--- config.mk ---
export PLATFORM = sky130hd
export DESIGN_NAME = obi_arbiter
export DESIGN_NICKNAME = d
export VERILOG_FILES = /design/src/rtl/obi_arbiter_pkg.sv /design/src/rtl/id_fifo.sv /design/src/rtl/obi_arbiter.sv
export SDC_FILE = /design/constraint.sdc
export NUM_CORES = 1
export LEC_CHECK = 0
export CORE_AREA = 8 8 101 103
export CTS_CLUSTER_SIZE = 24
export DETAILED_ROUTE_END_ITERATION = 8
export DIE_AREA = 0 0 109 111
export PLACE_DENSITY = 0.73
export SYNTH_ARGS = -nofsm -noshare
export SYNTH_HDL_FRONTEND = slang
export SYNTH_SLANG_ARGS = --single-unit
export TNS_END_PERCENT = 20
--- constraint.sdc ---
create_clock -name clk -period 2.2 [get_ports clk]
set_clock_uncertainty 0.1 [all_clocks]
set_input_delay 0.44 -clock clk [delete_from_list [all_inputs] [get_ports clk]]
set_output_delay 0.44 -clock clk [all_outputs]
set_load 0.02 [all_outputs]
--- src/rtl/obi_arbiter_pkg.sv ---
// Shared definitions for the two-master OBI arbiter: source IDs, bus widths
// and the packed request-channel bundle driven onto the slave port.
package obi_arbiter_pkg;

    localparam int ADDR_W = 32;
    localparam int DATA_W = 32;
    localparam int BE_W   = 4;

    localparam logic SRC_INSTR = 1'b0;
    localparam logic SRC_DATA  = 1'b1;

    typedef struct packed {
        logic              we;
        logic [BE_W-1:0]   be;
        logic [ADDR_W-1:0] addr;
        logic [DATA_W-1:0] wdata;
    } req_chan_t;

    // Fetches are always full-word reads.
    function automatic req_chan_t instr_chan(input logic [ADDR_W-1:0] addr);
        req_chan_t c;
        c       = '0;
        c.addr  = addr;
        c.be    = '1;
        return c;
    endfunction

endpackage

--- src/rtl/id_fifo.sv ---
// In-order FIFO of source IDs for transactions accepted by the slave but not
// yet answered. Pointers wrap modulo DEPTH; count runs 0..DEPTH.
module id_fifo #(
    parameter int DEPTH = 2,
    parameter int WIDTH = 1
) (
    input  logic             clk,
    input  logic             rstn,
    input  logic             push,
    input  logic [WIDTH-1:0] push_data,
    input  logic             pop,
    output logic [WIDTH-1:0] pop_data,
    output logic             empty,
    output logic             full
);

    localparam int PTR_W = (DEPTH > 1) ? $clog2(DEPTH) : 1;
    localparam int CNT_W = $clog2(DEPTH + 1);

    logic [WIDTH-1:0] mem [DEPTH];
    logic [PTR_W-1:0] wr_ptr;
    logic [PTR_W-1:0] rd_ptr;
    logic [CNT_W-1:0] count;
    logic             do_push;
    logic             do_pop;

    function automatic logic [PTR_W-1:0] next_ptr(input logic [PTR_W-1:0] ptr);
        return (ptr == PTR_W'(DEPTH - 1)) ? '0 : ptr + 1'b1;
    endfunction

    assign empty    = (count == '0);
    assign full     = (count == CNT_W'(DEPTH));
    assign do_push  = push & ~full;
    assign do_pop   = pop & ~empty;
    assign pop_data = mem[rd_ptr];

    // NOTE: the storage is small and a reset must discard every outstanding
    // ID, so the array is cleared along with the pointers rather than left
    // holding stale values.
    always_ff @(posedge clk or negedge rstn) begin
        if (!rstn) begin
            for (int i = 0; i < DEPTH; i++) begin
                mem[i] <= '0;
            end
        end else if (do_push) begin
            mem[wr_ptr] <= push_data;
        end
    end

    always_ff @(posedge clk or negedge rstn) begin
        if (!rstn) begin
            wr_ptr <= '0;
            rd_ptr <= '0;
            count  <= '0;
        end else begin
            if (do_push) begin
                wr_ptr <= next_ptr(wr_ptr);
            end
            if (do_pop) begin
                rd_ptr <= next_ptr(rd_ptr);
            end
            case ({do_push, do_pop})
                2'b10:   count <= count + 1'b1;
                2'b01:   count <= count - 1'b1;
                default: count <= count;
            endcase
        end
    end

endmodule

--- src/rtl/obi_arbiter.sv ---
// Round-robin arbiter sharing one OBI slave between an instruction and a data
// master. Requests pass through combinationally; responses are routed back
// using an in-order FIFO of source IDs.
module obi_arbiter
    import obi_arbiter_pkg::*;
#(
    parameter int DEPTH     = 2,
    parameter int DATA_PRIO = 1
) (
    input  logic              clk,
    input  logic              rstn,

    input  logic              instr_req,
    output logic              instr_gnt,
    output logic              instr_rvalid,
    input  logic [ADDR_W-1:0] instr_addr,
    output logic [DATA_W-1:0] instr_rdata,

    input  logic              data_req,
    input  logic              data_we,
    output logic              data_gnt,
    output logic              data_rvalid,
    input  logic [BE_W-1:0]   data_be,
    input  logic [ADDR_W-1:0] data_addr,
    input  logic [DATA_W-1:0] data_wdata,
    output logic [DATA_W-1:0] data_rdata,

    output logic              s_req,
    output logic              s_we,
    output logic [BE_W-1:0]   s_be,
    output logic [ADDR_W-1:0] s_addr,
    output logic [DATA_W-1:0] s_wdata,
    input  logic              s_gnt,
    input  logic              s_rvalid,
    input  logic [DATA_W-1:0] s_rdata,

    output logic              err
);

    logic      rr_ptr;
    logic      winner;
    logic      accept;
    logic      pop;
    logic      head_id;
    logic      fifo_empty;
    logic      fifo_full;
    req_chan_t chan;

    // A full FIFO blocks new requests even if a response frees a slot in the
    // same cycle; this keeps s_req independent of s_rvalid.
    assign s_req  = (instr_req | data_req) & ~fifo_full;
    assign accept = s_req & s_gnt;
    assign pop    = s_rvalid & ~fifo_empty;

    // NOTE: every always_comb output gets a default before any branch so
    // that no path leaves it unassigned, which would infer a latch.
    always_comb begin
        winner = SRC_INSTR;
        if (instr_req && data_req) begin
            winner = rr_ptr;
        end else if (data_req) begin
            winner = SRC_DATA;
        end
    end

    always_comb begin
        chan = '0;
        if (s_req) begin
            if (winner == SRC_DATA) begin
                chan.we    = data_we;
                chan.be    = data_be;
                chan.addr  = data_addr;
                chan.wdata = data_wdata;
            end else begin
                chan = instr_chan(instr_addr);
            end
        end
    end

    assign s_we    = chan.we;
    assign s_be    = chan.be;
    assign s_addr  = chan.addr;
    assign s_wdata = chan.wdata;

    assign instr_gnt = accept & (winner == SRC_INSTR);
    assign data_gnt  = accept & (winner == SRC_DATA);

    assign instr_rvalid = pop & (head_id == SRC_INSTR);
    assign data_rvalid  = pop & (head_id == SRC_DATA);
    assign instr_rdata  = s_rdata;
    assign data_rdata   = s_rdata;

    // NOTE: state registers use non-blocking assignments so every flop
    // samples pre-edge values regardless of statement order.
    always_ff @(posedge clk or negedge rstn) begin
        if (!rstn) begin
            rr_ptr <= (DATA_PRIO != 0) ? SRC_DATA : SRC_INSTR;
        end else if (accept) begin
            rr_ptr <= ~winner;
        end
    end

    // A response with nothing outstanding means the slave broke protocol.
    always_ff @(posedge clk or negedge rstn) begin
        if (!rstn) begin
            err <= 1'b0;
        end else if (s_rvalid && fifo_empty) begin
            err <= 1'b1;
        end
    end

    id_fifo #(
        .DEPTH (DEPTH),
        .WIDTH (1)
    ) u_id_fifo (
        .clk       (clk),
        .rstn      (rstn),
        .push      (accept),
        .push_data (winner),
        .pop       (pop),
        .pop_data  (head_id),
        .empty     (fifo_empty),
        .full      (fifo_full)
    );

endmodule

==> impl_metrics.tcl <==
set metrics [dict create \
    htreeDepth 1 \
    grt_pass1_wl_um 13100 \
    synthXorXnorAreaFrac_pct 2.32 \
    synthMuxAreaShare_pct 1.92 \
    critical_path_required_ns 1.66 \
    start_util_pct 22.1 \
    min_path_type "reg2reg" \
    yosys_warnings 0 \
    cts.path.max_buffers 2 \
    cts_made_buffers 3 \
    worst_pin_slew_ns 0.357 \
    worst_setup_path_start_kind "flop" \
    synth_cell_types 33 \
    vias_per_cell 4.66 \
    finalSetupViolCount 0 \
    port_buffers 181 \
    die_w_um 109 \
    path_class "reg2out" \
    async_flop_share_pct 100 \
    drive_gt1_share_pct 31.5 \
    synth_compound_area_share_pct 33.0 \
    r2r_start "u_id_fifo.count[0]" \
    fp-row-count 34 \
    drtAntennaViolNets 0 \
    ir_drop_mv 0.441 \
    p_total_w 0.00301 \
    fmax_ghz 0.457 \
    dpl.hpwl_um 7300 \
    ys.flop_type "dfrtp_1" \
    postLayoutCoreUtil_pct 41.6 \
    yosysSeqAreaShare_pct 10.7 \
    end_kind "output pin" \
    cts_tree "done" \
    avgSynthCellArea_sq_um 7.19 \
    cp_max_fo 16 \
    die-area_sq_um 12100 \
    placed_cell_area_sq_um 3470 \
    timing.final.crit_share_pct 99.5 \
    cts_hold_buf 0 \
    crit_start "rr_ptr" \
    routedWlPerCell_um 18.6 \
    synth_edf_count 0 \
    synth_adder_area_share_pct 0.662 \
    synth.top_cell.area_share_pct 25.4 \
    arrival_ns 1.65 \
    initialDrtViolationCount 92 \
    min_from "err" \
    synth_top_family_by_area "buffers and inverters" \
    grt_use_total_pct 13.5 \
    synthCells 263 \
    period_needed_ns 2.19 \
    status "finished, final reports clean" \
    antenna_found_initial 0 \
    r2r_slack_ns 0.36 \
    slew_headroom_pct 76.0 \
    p_per_area_nw_per_um2 845 \
    clk_pin_slew_worst_paths_ns 0.04 \
    netlist_top_cells_area "buf_4 (25%), o211ai_1 (13%), and2_1 (11%)" \
    cellLeakagePower_nw 1.49 \
    cts_sinks 8 \
    grt_pass1_vias 2407 \
    clk_latency_ns 0.22 \
    io_pins 278 \
    grt_max_degree 34 \
    clockRootBuffer "clkbuf_8" \
    drv_cap 0 \
    num_antenna_cells 0 \
    gp_congestion 0.820 \
    yosysMostFrequentCell "buf_4" \
    core_area_sq_um 8550 \
    area_growth_pct 88.3 \
    drv_slew 0 \
    drtPass1Iterations 6 \
    globalRouteOverflowTotal 0 \
    drc 0 \
    hold_viol 0 \
    synth_nets 403 \
    fin_nets 535 \
    synth_top_area_cell "buf_4" \
    wl_um 9360 \
    synthSimpleGateAreaFrac_pct 17.7 \
    synth_common_cells "buf_4 (64), and2_1 (33), a21oi_1 (32), o211ai_1 (32), o21ai_0 (28)" \
    fin_area_sq_um 3560 \
    rsz0062_at_grt "true" \
    syn-cell-area_sq_um 1890 \
    vias 2341 \
    die_y_um 111 \
    ys_seq_elements 8 \
]
[kinds of logic (layout without fill, tap and decap cells)]
| logic type | Yosys count | count (layout) |
|---|---|---|
| AO/OA/AOI/OAI | 105 | 105 |
| flip-flops | 8 | 8 |
| AND/OR/NAND/NOR | 50 | 50 |
| adder cells (fa/ha/maj) | 1 | 1 |
| buffers and inverters | 91 | 222 |
| XOR/XNOR | 5 | 5 |
| multiplexers | 3 | 3 |
[critical path: stages (launching register included)]
cell	delay, ns
dfstp_2	0.55
nor2b_4	0.06
buf_6	0.11
nor3_4	0.14
buf_12	0.15
clkbuf_16	0.15
and2_1	0.15
buf_6	0.12
[placed cells by master (no fill, tap or decap), types with 3 or more instances in the layout]
master           count
buf_6               29
clkbuf_16            3
clkdlybuf4s50_1    105
o21ai_0             28
and2_1              28
clkbuf_2             6
o21a_1               4
and2_4               5
buf_12               8
o211ai_1            32
buf_2               28
clkdlybuf4s15_2      5
xnor2_1              4
buf_4               25
o21ai_1              6
a21oi_1             32
nor2_1               7
dfrtp_1              7
dlygate4sd2_1        3
clkbuf_8             3
[path summary, 6_finish.rpt]
check	cells after the start	endpoint
max reg2reg	7	u_id_fifo.count[1]
max	7	s_wdata[1]
max in group asynchronous	1	rr_ptr
min	1	err
min in group asynchronous	1	err
min reg2reg	1	err
[what timing repair did]
item | CTS | global route
gates cloned | 1 | 3
setup endpoints to repair | 74 | 45
gates resized for setup | 275 | 81
setup buffers | 3 | 2
pin swaps | 1 | 4
[per-stage QoR]
stage	hold slack (ns)	TNS (ns)	instances	setup slack [ns]
finish	0.352	0	502	0.0100
global route	0.369	-0.767	502	-0.0481
CTS	0.354	0	497	0.000475
detailed placement	0.345	-44.73	489	-0.715
global placement	0.352	-42.83	489	-0.654
floorplan	0.0444	0	263	0.218
[area by class of cell]
type | count | area [sq um]
Clock buffer | 4 | 45.0
Fill cell | 862 | 4990
Tap cell | 108 | 135
Inverter | 4 | 15.0
Timing Repair Buffer | 214 | 2100
Multi-Input combinational cell | 164 | 1070
Sequential cell | 8 | 201
[registers in the layout, indices dropped and copies added, names as in the netlist]
register          cells
u_id_fifo.mem         2
u_id_fifo.wr_ptr      1
u_id_fifo.rd_ptr      1
u_id_fifo.count       2
err                   1
rr_ptr                1
[report_power, final]
part	internal, W	switching (W)
clock	0.000125	0.0000556
combinational	0.00127	0.00129
sequential	0.000223	0.0000542
[per-layer routing]
metal | wire length [um] | share of wire, % | up-vias | track usage (%)
li1 | - | - | 1116 | -
met1 | 3330 | 36 | 1042 | 13.5
met2 | 4710 | 50 | 148 | 24.0
met3 | 980 | 10 | 35 | 5.29
met4 | 338 | 3.6 | 0 | 5.39
met5 | 0 | 0 | - | 0
(Power assumes the default switching activity.)
